$ cat src/rtl/dram_ctl_pkg.sv
// Shared definitions for the DRAM controller and its configuration loader:
// config byte indices, flag bit positions and loader state encoding.
package dram_ctl_pkg;

  localparam logic [3:0] CFG_REFLO   = 4'd0;
  localparam logic [3:0] CFG_REFHI   = 4'd1;
  localparam logic [3:0] CFG_MODE    = 4'd2;
  localparam logic [3:0] CFG_SETUP   = 4'd3;
  localparam logic [3:0] CFG_HOLD    = 4'd4;
  localparam logic [3:0] CFG_RAS     = 4'd5;
  localparam logic [3:0] CFG_CAS     = 4'd6;
  localparam logic [3:0] CFG_RAS2CAS = 4'd7;
  localparam logic [3:0] CFG_RASPRE  = 4'd8;
  localparam logic [3:0] CFG_CASPRE  = 4'd9;
  localparam logic [3:0] CFG_FINAL   = 4'd10;

  // Flag positions inside the mode byte (byte 2)
  localparam logic [2:0] MODE_RDY_POL_BIT   = 3'd4;
  localparam logic [2:0] MODE_PAGE_BIT      = 3'd5;
  localparam logic [2:0] MODE_DSETUP_BIT    = 3'd6;
  localparam logic [2:0] MODE_DELAY_RDY_BIT = 3'd7;

  // Flag positions inside the final byte (byte 10)
  localparam logic [2:0] FIN_KEEP_UNLOCKED_BIT = 3'd0;
  localparam logic [2:0] FIN_A17_BIT           = 3'd1;
  localparam logic [2:0] FIN_PAUSE_REFRESH_BIT = 3'd7;

  typedef logic [2:0] ldr_state_t;

  localparam ldr_state_t LDR_WAIT   = 3'd0;
  localparam ldr_state_t LDR_SETUP  = 3'd1;
  localparam ldr_state_t LDR_STROBE = 3'd2;
  localparam ldr_state_t LDR_GAP    = 3'd3;
  localparam ldr_state_t LDR_DONE   = 3'd4;

endpackage

$ cat src/rtl/dram_conf_rom.sv
// Combinational step -> configuration byte table built from the
// loader parameters.
module dram_conf_rom
  import dram_ctl_pkg::*;
#(
  parameter logic [15:0] REFRESH_INTERVAL = 16'd390,
  parameter logic [3:0]  COLUMN_BITS      = 4'd7,
  parameter logic        RDY_POL          = 1'b0,
  parameter logic        PAGE_MODE        = 1'b0,
  parameter logic        DATA_SETUP       = 1'b0,
  parameter logic        DELAY_RDY        = 1'b0,
  parameter logic [7:0]  D_SETUP          = 8'd1,
  parameter logic [7:0]  D_HOLD           = 8'd1,
  parameter logic [7:0]  D_RAS            = 8'd1,
  parameter logic [7:0]  D_CAS            = 8'd1,
  parameter logic [7:0]  D_RAS2CAS        = 8'd1,
  parameter logic [7:0]  D_RASPRE         = 8'd1,
  parameter logic [7:0]  D_CASPRE         = 8'd1,
  parameter logic        KEEP_UNLOCKED    = 1'b0,
  parameter logic        A17_MODE         = 1'b0,
  parameter logic        PAUSE_ON_REFRESH = 1'b0
) (
  input  logic [3:0] step,
  output logic [7:0] cfg_byte
);

  logic [7:0] mode_byte;
  logic [7:0] final_byte;

  always_comb begin
    mode_byte                     = '0;
    mode_byte[3:0]                = COLUMN_BITS;
    mode_byte[MODE_RDY_POL_BIT]   = RDY_POL;
    mode_byte[MODE_PAGE_BIT]      = PAGE_MODE;
    mode_byte[MODE_DSETUP_BIT]    = DATA_SETUP;
    mode_byte[MODE_DELAY_RDY_BIT] = DELAY_RDY;

    final_byte                        = '0;
    final_byte[FIN_KEEP_UNLOCKED_BIT] = KEEP_UNLOCKED;
    final_byte[FIN_A17_BIT]           = A17_MODE;
    final_byte[FIN_PAUSE_REFRESH_BIT] = PAUSE_ON_REFRESH;
  end

  always_comb begin
    cfg_byte = '0;
    case (step)
      CFG_REFLO:   cfg_byte = REFRESH_INTERVAL[7:0];
      CFG_REFHI:   cfg_byte = REFRESH_INTERVAL[15:8];
      CFG_MODE:    cfg_byte = mode_byte;
      CFG_SETUP:   cfg_byte = D_SETUP;
      CFG_HOLD:    cfg_byte = D_HOLD;
      CFG_RAS:     cfg_byte = D_RAS;
      CFG_CAS:     cfg_byte = D_CAS;
      CFG_RAS2CAS: cfg_byte = D_RAS2CAS;
      CFG_RASPRE:  cfg_byte = D_RASPRE;
      CFG_CASPRE:  cfg_byte = D_CASPRE;
      CFG_FINAL:   cfg_byte = final_byte;
      default:     cfg_byte = '0;
    endcase
  end

endmodule

$ cat src/rtl/dram_config_loader.sv
// Plays the 11-byte configuration sequence into the DRAM controller after
// reset, then acts as a transparent host-to-controller bus path.
module dram_config_loader
  import dram_ctl_pkg::*;
#(
  parameter logic [15:0] REFRESH_INTERVAL = 16'd390,
  parameter logic [3:0]  COLUMN_BITS      = 4'd7,
  parameter logic        RDY_POL          = 1'b0,
  parameter logic        PAGE_MODE        = 1'b0,
  parameter logic        DATA_SETUP       = 1'b0,
  parameter logic        DELAY_RDY        = 1'b0,
  parameter logic [7:0]  D_SETUP          = 8'd1,
  parameter logic [7:0]  D_HOLD           = 8'd1,
  parameter logic [7:0]  D_RAS            = 8'd1,
  parameter logic [7:0]  D_CAS            = 8'd1,
  parameter logic [7:0]  D_RAS2CAS        = 8'd1,
  parameter logic [7:0]  D_RASPRE         = 8'd1,
  parameter logic [7:0]  D_CASPRE         = 8'd1,
  parameter logic        KEEP_UNLOCKED    = 1'b0,
  parameter logic        A17_MODE         = 1'b0,
  parameter logic        PAUSE_ON_REFRESH = 1'b0,
  parameter int unsigned STARTUP_CYCLES   = 8,
  parameter int unsigned GAP_CYCLES       = 2
) (
  input  logic        clk_i,
  input  logic        rst_i,
  input  logic        host_csn_i,
  input  logic        host_rwn_i,
  input  logic [17:0] host_addr_i,
  output logic        host_rdy_o,
  input  logic        reconf_i,
  output logic        ctl_csn_o,
  output logic        ctl_rwn_o,
  output logic        ctl_confn_o,
  output logic [17:0] ctl_addr_o,
  input  logic        ctl_rdy_i,
  output logic        cfg_done_o,
  output logic [3:0]  cfg_step_o
);

  localparam int unsigned CNT_W = 16;
  localparam logic [CNT_W-1:0] STARTUP_LAST = CNT_W'(STARTUP_CYCLES - 1);
  localparam logic [CNT_W-1:0] GAP_LAST     = CNT_W'(GAP_CYCLES - 1);

  ldr_state_t       state;
  logic [CNT_W-1:0] cnt;
  logic [3:0]       step;
  logic             pending;
  logic [7:0]       cfg_byte;
  logic             rdy_norm;
  logic             reconf_go;

  dram_conf_rom #(
    .REFRESH_INTERVAL (REFRESH_INTERVAL),
    .COLUMN_BITS      (COLUMN_BITS),
    .RDY_POL          (RDY_POL),
    .PAGE_MODE        (PAGE_MODE),
    .DATA_SETUP       (DATA_SETUP),
    .DELAY_RDY        (DELAY_RDY),
    .D_SETUP          (D_SETUP),
    .D_HOLD           (D_HOLD),
    .D_RAS            (D_RAS),
    .D_CAS            (D_CAS),
    .D_RAS2CAS        (D_RAS2CAS),
    .D_RASPRE         (D_RASPRE),
    .D_CASPRE         (D_CASPRE),
    .KEEP_UNLOCKED    (KEEP_UNLOCKED),
    .A17_MODE         (A17_MODE),
    .PAUSE_ON_REFRESH (PAUSE_ON_REFRESH)
  ) u_conf_rom (
    .step     (step),
    .cfg_byte (cfg_byte)
  );

  assign rdy_norm = ctl_rdy_i ^ RDY_POL;

  // Restart is only safe between host accesses while the controller is ready
  assign reconf_go = KEEP_UNLOCKED && (state == LDR_DONE) && (reconf_i || pending)
                     && host_csn_i && rdy_norm;

  always_ff @(posedge clk_i) begin
    if (rst_i) begin
      state   <= LDR_WAIT;
      cnt     <= '0;
      step    <= '0;
      pending <= 1'b0;
    end else begin
      case (state)
        LDR_WAIT: begin
          if (cnt == STARTUP_LAST) begin
            cnt   <= '0;
            state <= LDR_SETUP;
          end else begin
            cnt <= cnt + 1'b1;
          end
        end
        LDR_SETUP: state <= LDR_STROBE;
        LDR_STROBE: begin
          cnt   <= '0;
          state <= LDR_GAP;
        end
        LDR_GAP: begin
          if (cnt == GAP_LAST) begin
            cnt <= '0;
            if (step == CFG_FINAL) begin
              state <= LDR_DONE;
            end else begin
              step  <= step + 4'd1;
              state <= LDR_SETUP;
            end
          end else begin
            cnt <= cnt + 1'b1;
          end
        end
        LDR_DONE: begin
          if (reconf_go) begin
            state   <= LDR_SETUP;
            step    <= '0;
            pending <= 1'b0;
          end else if (KEEP_UNLOCKED && reconf_i) begin
            pending <= 1'b1;
          end
        end
        default: begin
          state   <= LDR_WAIT;
          cnt     <= '0;
          step    <= '0;
          pending <= 1'b0;
        end
      endcase
    end
  end

  always_comb begin
    ctl_csn_o   = 1'b1;
    ctl_rwn_o   = 1'b1;
    ctl_confn_o = 1'b1;
    ctl_addr_o  = '0;
    host_rdy_o  = 1'b0;
    cfg_done_o  = 1'b0;
    case (state)
      LDR_SETUP: begin
        ctl_addr_o  = {10'b0, cfg_byte};
        ctl_confn_o = 1'b0;
      end
      LDR_STROBE: begin
        ctl_addr_o  = {10'b0, cfg_byte};
        ctl_confn_o = 1'b0;
        ctl_csn_o   = 1'b0;
      end
      LDR_GAP: ctl_addr_o = {10'b0, cfg_byte};
      LDR_DONE: begin
        ctl_csn_o   = host_csn_i;
        ctl_rwn_o   = host_rwn_i;
        ctl_addr_o  = host_addr_i;
        ctl_confn_o = A17_MODE ? host_addr_i[17] : 1'b1;
        host_rdy_o  = rdy_norm;
        cfg_done_o  = 1'b1;
      end
      default: ;
    endcase
  end

  assign cfg_step_o = step;

endmodule

$ cat config.mk
export PLATFORM = sky130hd
export DESIGN_NAME = dram_config_loader
export DESIGN_NICKNAME = d
export VERILOG_FILES = /design/src/rtl/dram_ctl_pkg.sv /design/src/rtl/dram_conf_rom.sv /design/src/rtl/dram_config_loader.sv
export SDC_FILE = /design/constraint.sdc
export NUM_CORES = 1
export LEC_CHECK = 0
export CAP_MARGIN = 10
export CORE_ASPECT_RATIO = 0.7
export CORE_MARGIN = 4
export CORE_UTILIZATION = 40
export DETAILED_ROUTE_END_ITERATION = 12
export GPL_TIMING_DRIVEN = 0
export HOLD_SLACK_MARGIN = 0.06
export PLACE_DENSITY = 0.74
export SLEW_MARGIN = 10
export SYNTH_ARGS = -nofsm -noshare
export SYNTH_HDL_FRONTEND = slang
export SYNTH_SLANG_ARGS = --single-unit
$ cat constraint.sdc
create_clock -name clk_i -period 5.73 [get_ports clk_i]
set_input_delay 1.146 -clock clk_i [delete_from_list [all_inputs] [get_ports clk_i]]
set_output_delay 1.146 -clock clk_i [all_outputs]
set_load 0.005 [all_outputs]
# Word-level counts from Yosys, hierarchy flattened
# Memories as Yosys holds them, arrays and structs flattened. A register that Yosys moved wholly into a read port is not among the register bits.
# Cells that the tools add are included.
# totals
ff_bits,23
input_bits,24
romBits,64
wordCells,43
memories,1
# classes
bitwise_logic,2
n_reduce_logical,7
n_addsub,2
n_eq_ne,10
mux,18
# mem_list
memory,words,word_bits,rd,rd_clocked_by_memory_dff,wr,line,text
(name not given),16,4,1,1,0,dram_conf_rom.sv:46,case (step)
# ops
op,count
case mux 16 bit (3 select lines),1
case mux 18 bit (2 select lines),1
two-way mux 16 bit,2
"adder 16 x 1 -> 16 bit, second input constant",1
"equality test 16 x 1 -> 1 bit, second input constant",1
"equality test 16 x 3 -> 1 bit, second input constant",1
two-way mux 4 bit,4
case mux 3 bit (5 select lines),1
two-way mux 3 bit,3
case mux 4 bit (2 select lines),1
"equality test 3 x 2 -> 1 bit, second input constant",2
"inequality test 2 bit, second input constant",3
AND reduction 3 bit,2
"adder 4 x 1 -> 4 bit, second input constant",1
"equality test 4 bit, second input constant",1
two-way mux 1 bit,4
OR reduction 2 bit,2
OR reduction 4 bit,1
"equality test 3 x 1 -> 1 bit, second input constant",1
"equality test 3 bit, second input constant",1
zero test 3 bit,1
OR reduction 3 bit,1
NOT 1 bit,2
case mux 1 bit (2 select lines),1

# Depth between registers and ports, before layout
# depth
ltp_word,6
ltp_mapped,8
mapped_depth_nobuf,8

# Cells and area by module
# From an unflattened synthesis, not the netlist that was laid out.
# hier_totals
hier_cells,217
area_unflattened_um2,1652.8
# by_module_without_submodules
mod,n_inst,area_each_um2,cells_per_inst
dram_config_loader,1,1574.0,207
dram_conf_rom,1,78.8,10

# Worst setup path after synthesis
# No wires, ideal clock.
# synth_path
kind,input port to output port
start,in host_csn_i
end,out ctl_csn_o
stages,3
n_path_buf,0
path_slack_ps,3037
t_arrival_ps,1547
path_cell_list,nor2_1 a21oi_1 or2_2
# synth_between
elab_chain_len,1
# synth_lines
item,line,text
start: declaration,dram_config_loader.sv:27,"input logic host_csn_i,"
case mux 1 bit (2 select lines),dram_config_loader.sv:141,case (state)
end: declaration,dram_config_loader.sv:32,"output logic ctl_csn_o,"
# No other way between the ends.

# Worst setup path in the final report
# Same ends and word-level chain as after synthesis.

==> impl_results.md <==
* Layout cells sized above 1 at 0.0763
* Multiplexer share of the synthesized area at 0.00928
* Clk Latency, worst-skew pair at 270 ps
* Fill cell count at 372
* Worst-path maximum fanout at 1
* Post-Synth Adder-Cell Area at 0.0309
* Wire per inst at 12.7 um
* Crit path kind: in2out
* Number of flops mapped to enable cells by yosys at 0
* Rows at 19
* Crit-path cells: clkdlybuf4s50_1, nor2_1, a21oi_1, or2_2, clkdlybuf4s50_1
* Post-Layout Cell Count at 301
* Hold slack final at 543 ps
* First-pass GRT wire length at 6.35 mm
* Area Overhead vs Synth at 37.7%
* Worst-path clk slew at 90 ps
* Die H at 61.2 um
* 1st-pass router iterations at 4
* Clk root buf: clkbuf_8
* Largest family of logic cells by synthesized area: simple AND/OR/NAND/NOR gates
* CP Capture Type: primary output
* DP Area at 0.00217 mm^2
* Number of global-route vias before repair at 1255
* Synth top area share at 0.322
* Clock sink total at 26
* Final GP Congestion at 0.838
* Buffers & Inverters on Critical Path at 2
* # hold bufs at CTS at 0
* Gates resized, CTS repair at 0
* # Post-CTS Setup Buffers at 0
* Detailed-route via count at 1523
* Crit path time final at 3560 ps
* CP Launch Type: input port
* Clock Path Buffers at 2
* Max Cap Violations at 0
* Least-Margin Pin Slew at 693 ps
* Peak supply drop at 133 uV
* #FFs+latches synth at 26
* Synth warn at 0
* Final WL at 3.82 mm
* Cells after synthesis at 196
* Async SR Flop Fraction at 0
* 1st-iter DRT viols at 91
* IO buf count at 49
* RSZ-0062 raised after global routing: false
* Pwr per Cell Area at 266 mW/mm^2
* Layout Skew at 2.58 ps
* Max Fclk at 281 MHz
* CTS tree: done
* Vias per inst at 5.06
* Pleak at 0.854 nW
* Utilization after layout at 0.572
* Register area share after synthesis at 0.322
* Simple logic cell fraction of the synthesized area at 0.376
* Die area at 0.00514 mm^2
* Cts bufs inserted at 3
* Ports at 51
* Post-route DRC at 0
* Design area at 0.00223 mm^2
* Required time of the critical path at 4580 ps
* Die width at 84.0 um
* Xor/xnor share of the synthesized area at 0.0866
* Core Region at 0.00390 mm^2
* Slowest stage delay, CP at 450 ps
* Dominant synthesized flop cell: dfxtp_1
* Netlist Area Pre-Place at 0.00162 mm^2
* Final ANT Viol Nets at 0
* Arrival time worst endpoint at 2420 ps
* Net count after synthesis at 224
* Worst hold-check path type: reg2reg
* N_diodes at 0
* Synth cell types at 43
* Post-route setup slack at 2170 ps
* Initial antenna violation count at 0
* Pre-CTS setup slack at 2160 ps
* GRT Total Usage at 0.153
* HPWL Detailed at 2.94 mm
* Cell family contributing the most delay on the critical path: buffers and inverters
* Most area-hungry cell type in the Yosys netlist: dfxtp_1
* Final net count at 278
* Relative slew slack at 0.538
* Largest net degree at the start of global routing at 15
* Worst path slowest cell: clkdlybuf4s50_1
* Post-Place Cells at 297
* Synth area leaders: dfxtp_1 32%, nor2_1 7.2%, and3_1 6.2%, xor2_1 6.0%, a21oi_1 3.1%
* Starting Density at 0.415
* Clock H-tree levels at 1
* Hold Violations, Final at 0
* Most used cell, CP: clkdlybuf4s50_1
* Total grt overflow at 0
* Final setup violation count at 0
* Pwr Total at 594 uW
* Slew Viols, Final at 0
* Compound-gate portion of the synthesized area at 0.138
* Outcome: complete, no violations
* Fin crit share at 0.621
* Avg Inst Size Synth at 8.25 um^2
* Setup tns final at 0 ps
==> layout make-up <==
class,count,area [um^2],area share
tap,52,65.1,0.0292
inverter,4,15.0,0.00674
clock buffer,4,55.1,0.0247
multi-input combinational,155,1040,0.465
buffer,11,45.0,0.0202
sequential,26,520,0.234
timing repair buffer,49,490,0.220
==> sequential cells by signal, summed over array words and instances, names as in the netlist <==
name                 cells
cnt                     16
u_conf_rom.cfg_byte      3
state                    3
cfg_step_o               4
==> power breakdown <==
part	switching, mW	total (mW)	leakage, nW	internal (mW)
combinational	0.142	0.264	0.615	0.122
sequential	0.0161	0.211	0.210	0.195
clock	0.0569	0.118	0.0288	0.0614
==> worst min-delay path, stage by stage (launching register included) <==
cell	delay [ps]
dfxtp_1	370
nand2_1	80
a21oi_1	50
==> metal layers <==
layer,track usage,wire length (um),up-vias
li1,-,-,795
met1,0.246,2110,686
met2,0.199,1500,38
met3,0.0267,169,4
met4,0.0482,36,0
met5,0,0,-
==> cells by family (layout without fill, tap and decap cells) <==
family                   count (synthesis)  after routing
AND/OR/NAND/NOR                        103            103
multiplexers                             1              1
adder cells (fa/ha/maj)                  4              4
AO/OA/AOI/OAI                           31             31
buffers and inverters                   15             68
XOR/XNOR                                16             16
flip-flops                              26             26
==> synth_stat cells (2+ instances only) <==
master and count:
nor2_1 31, dfxtp_1 26, and3_1 16, nand2_1 11
xor2_1 11, a21oi_1 10, clkbuf_1 8, nand3_1 7
o21ai_0 6, nand2b_1 5, nand4_1 5, nor3_1 5
xnor2_1 5, ha_1 4, inv_1 4, or2_2 4
a21o_1 3, buf_2 3, a211oi_1 2, and2_1 2
and4_1 2, nand3b_1 2, nor3b_1 2, nor4_4 2
o21a_1 2
==> worst paths after layout <==
| path | from | end | slack [ps] | cells past startpoint |
|---|---|---|---|---|
| max | host_csn_i | ctl_csn_o | 2170 | 5 |
| min | cnt[9] | cnt[9] | 540 | 2 |
| max reg2reg | cnt[0] | cnt[4] | 3370 | 7 |
| min reg2reg | cnt[9] | cnt[9] | 540 | 2 |
==> placed cells by master, fill, tap and decap left out, types with 3 or more instances in the layout <==
| cell | n |
|---|---|
| a21o_1 | 3 |
| a21oi_1 | 10 |
| and3_1 | 16 |
| buf_2 | 3 |
| clkbuf_1 | 8 |
| clkbuf_8 | 4 |
| clkdlybuf4s50_1 | 49 |
| dfxtp_1 | 26 |
| ha_1 | 4 |
| inv_1 | 4 |
| nand2_1 | 11 |
| nand2b_1 | 5 |
| nand3_1 | 7 |
| nand4_1 | 5 |
| nor2_1 | 31 |
| nor3_1 | 5 |
| o21ai_0 | 6 |
| or2_2 | 4 |
| xnor2_1 | 5 |
| xor2_1 | 11 |
Note: power is estimated with default switching activity, not from simulation.
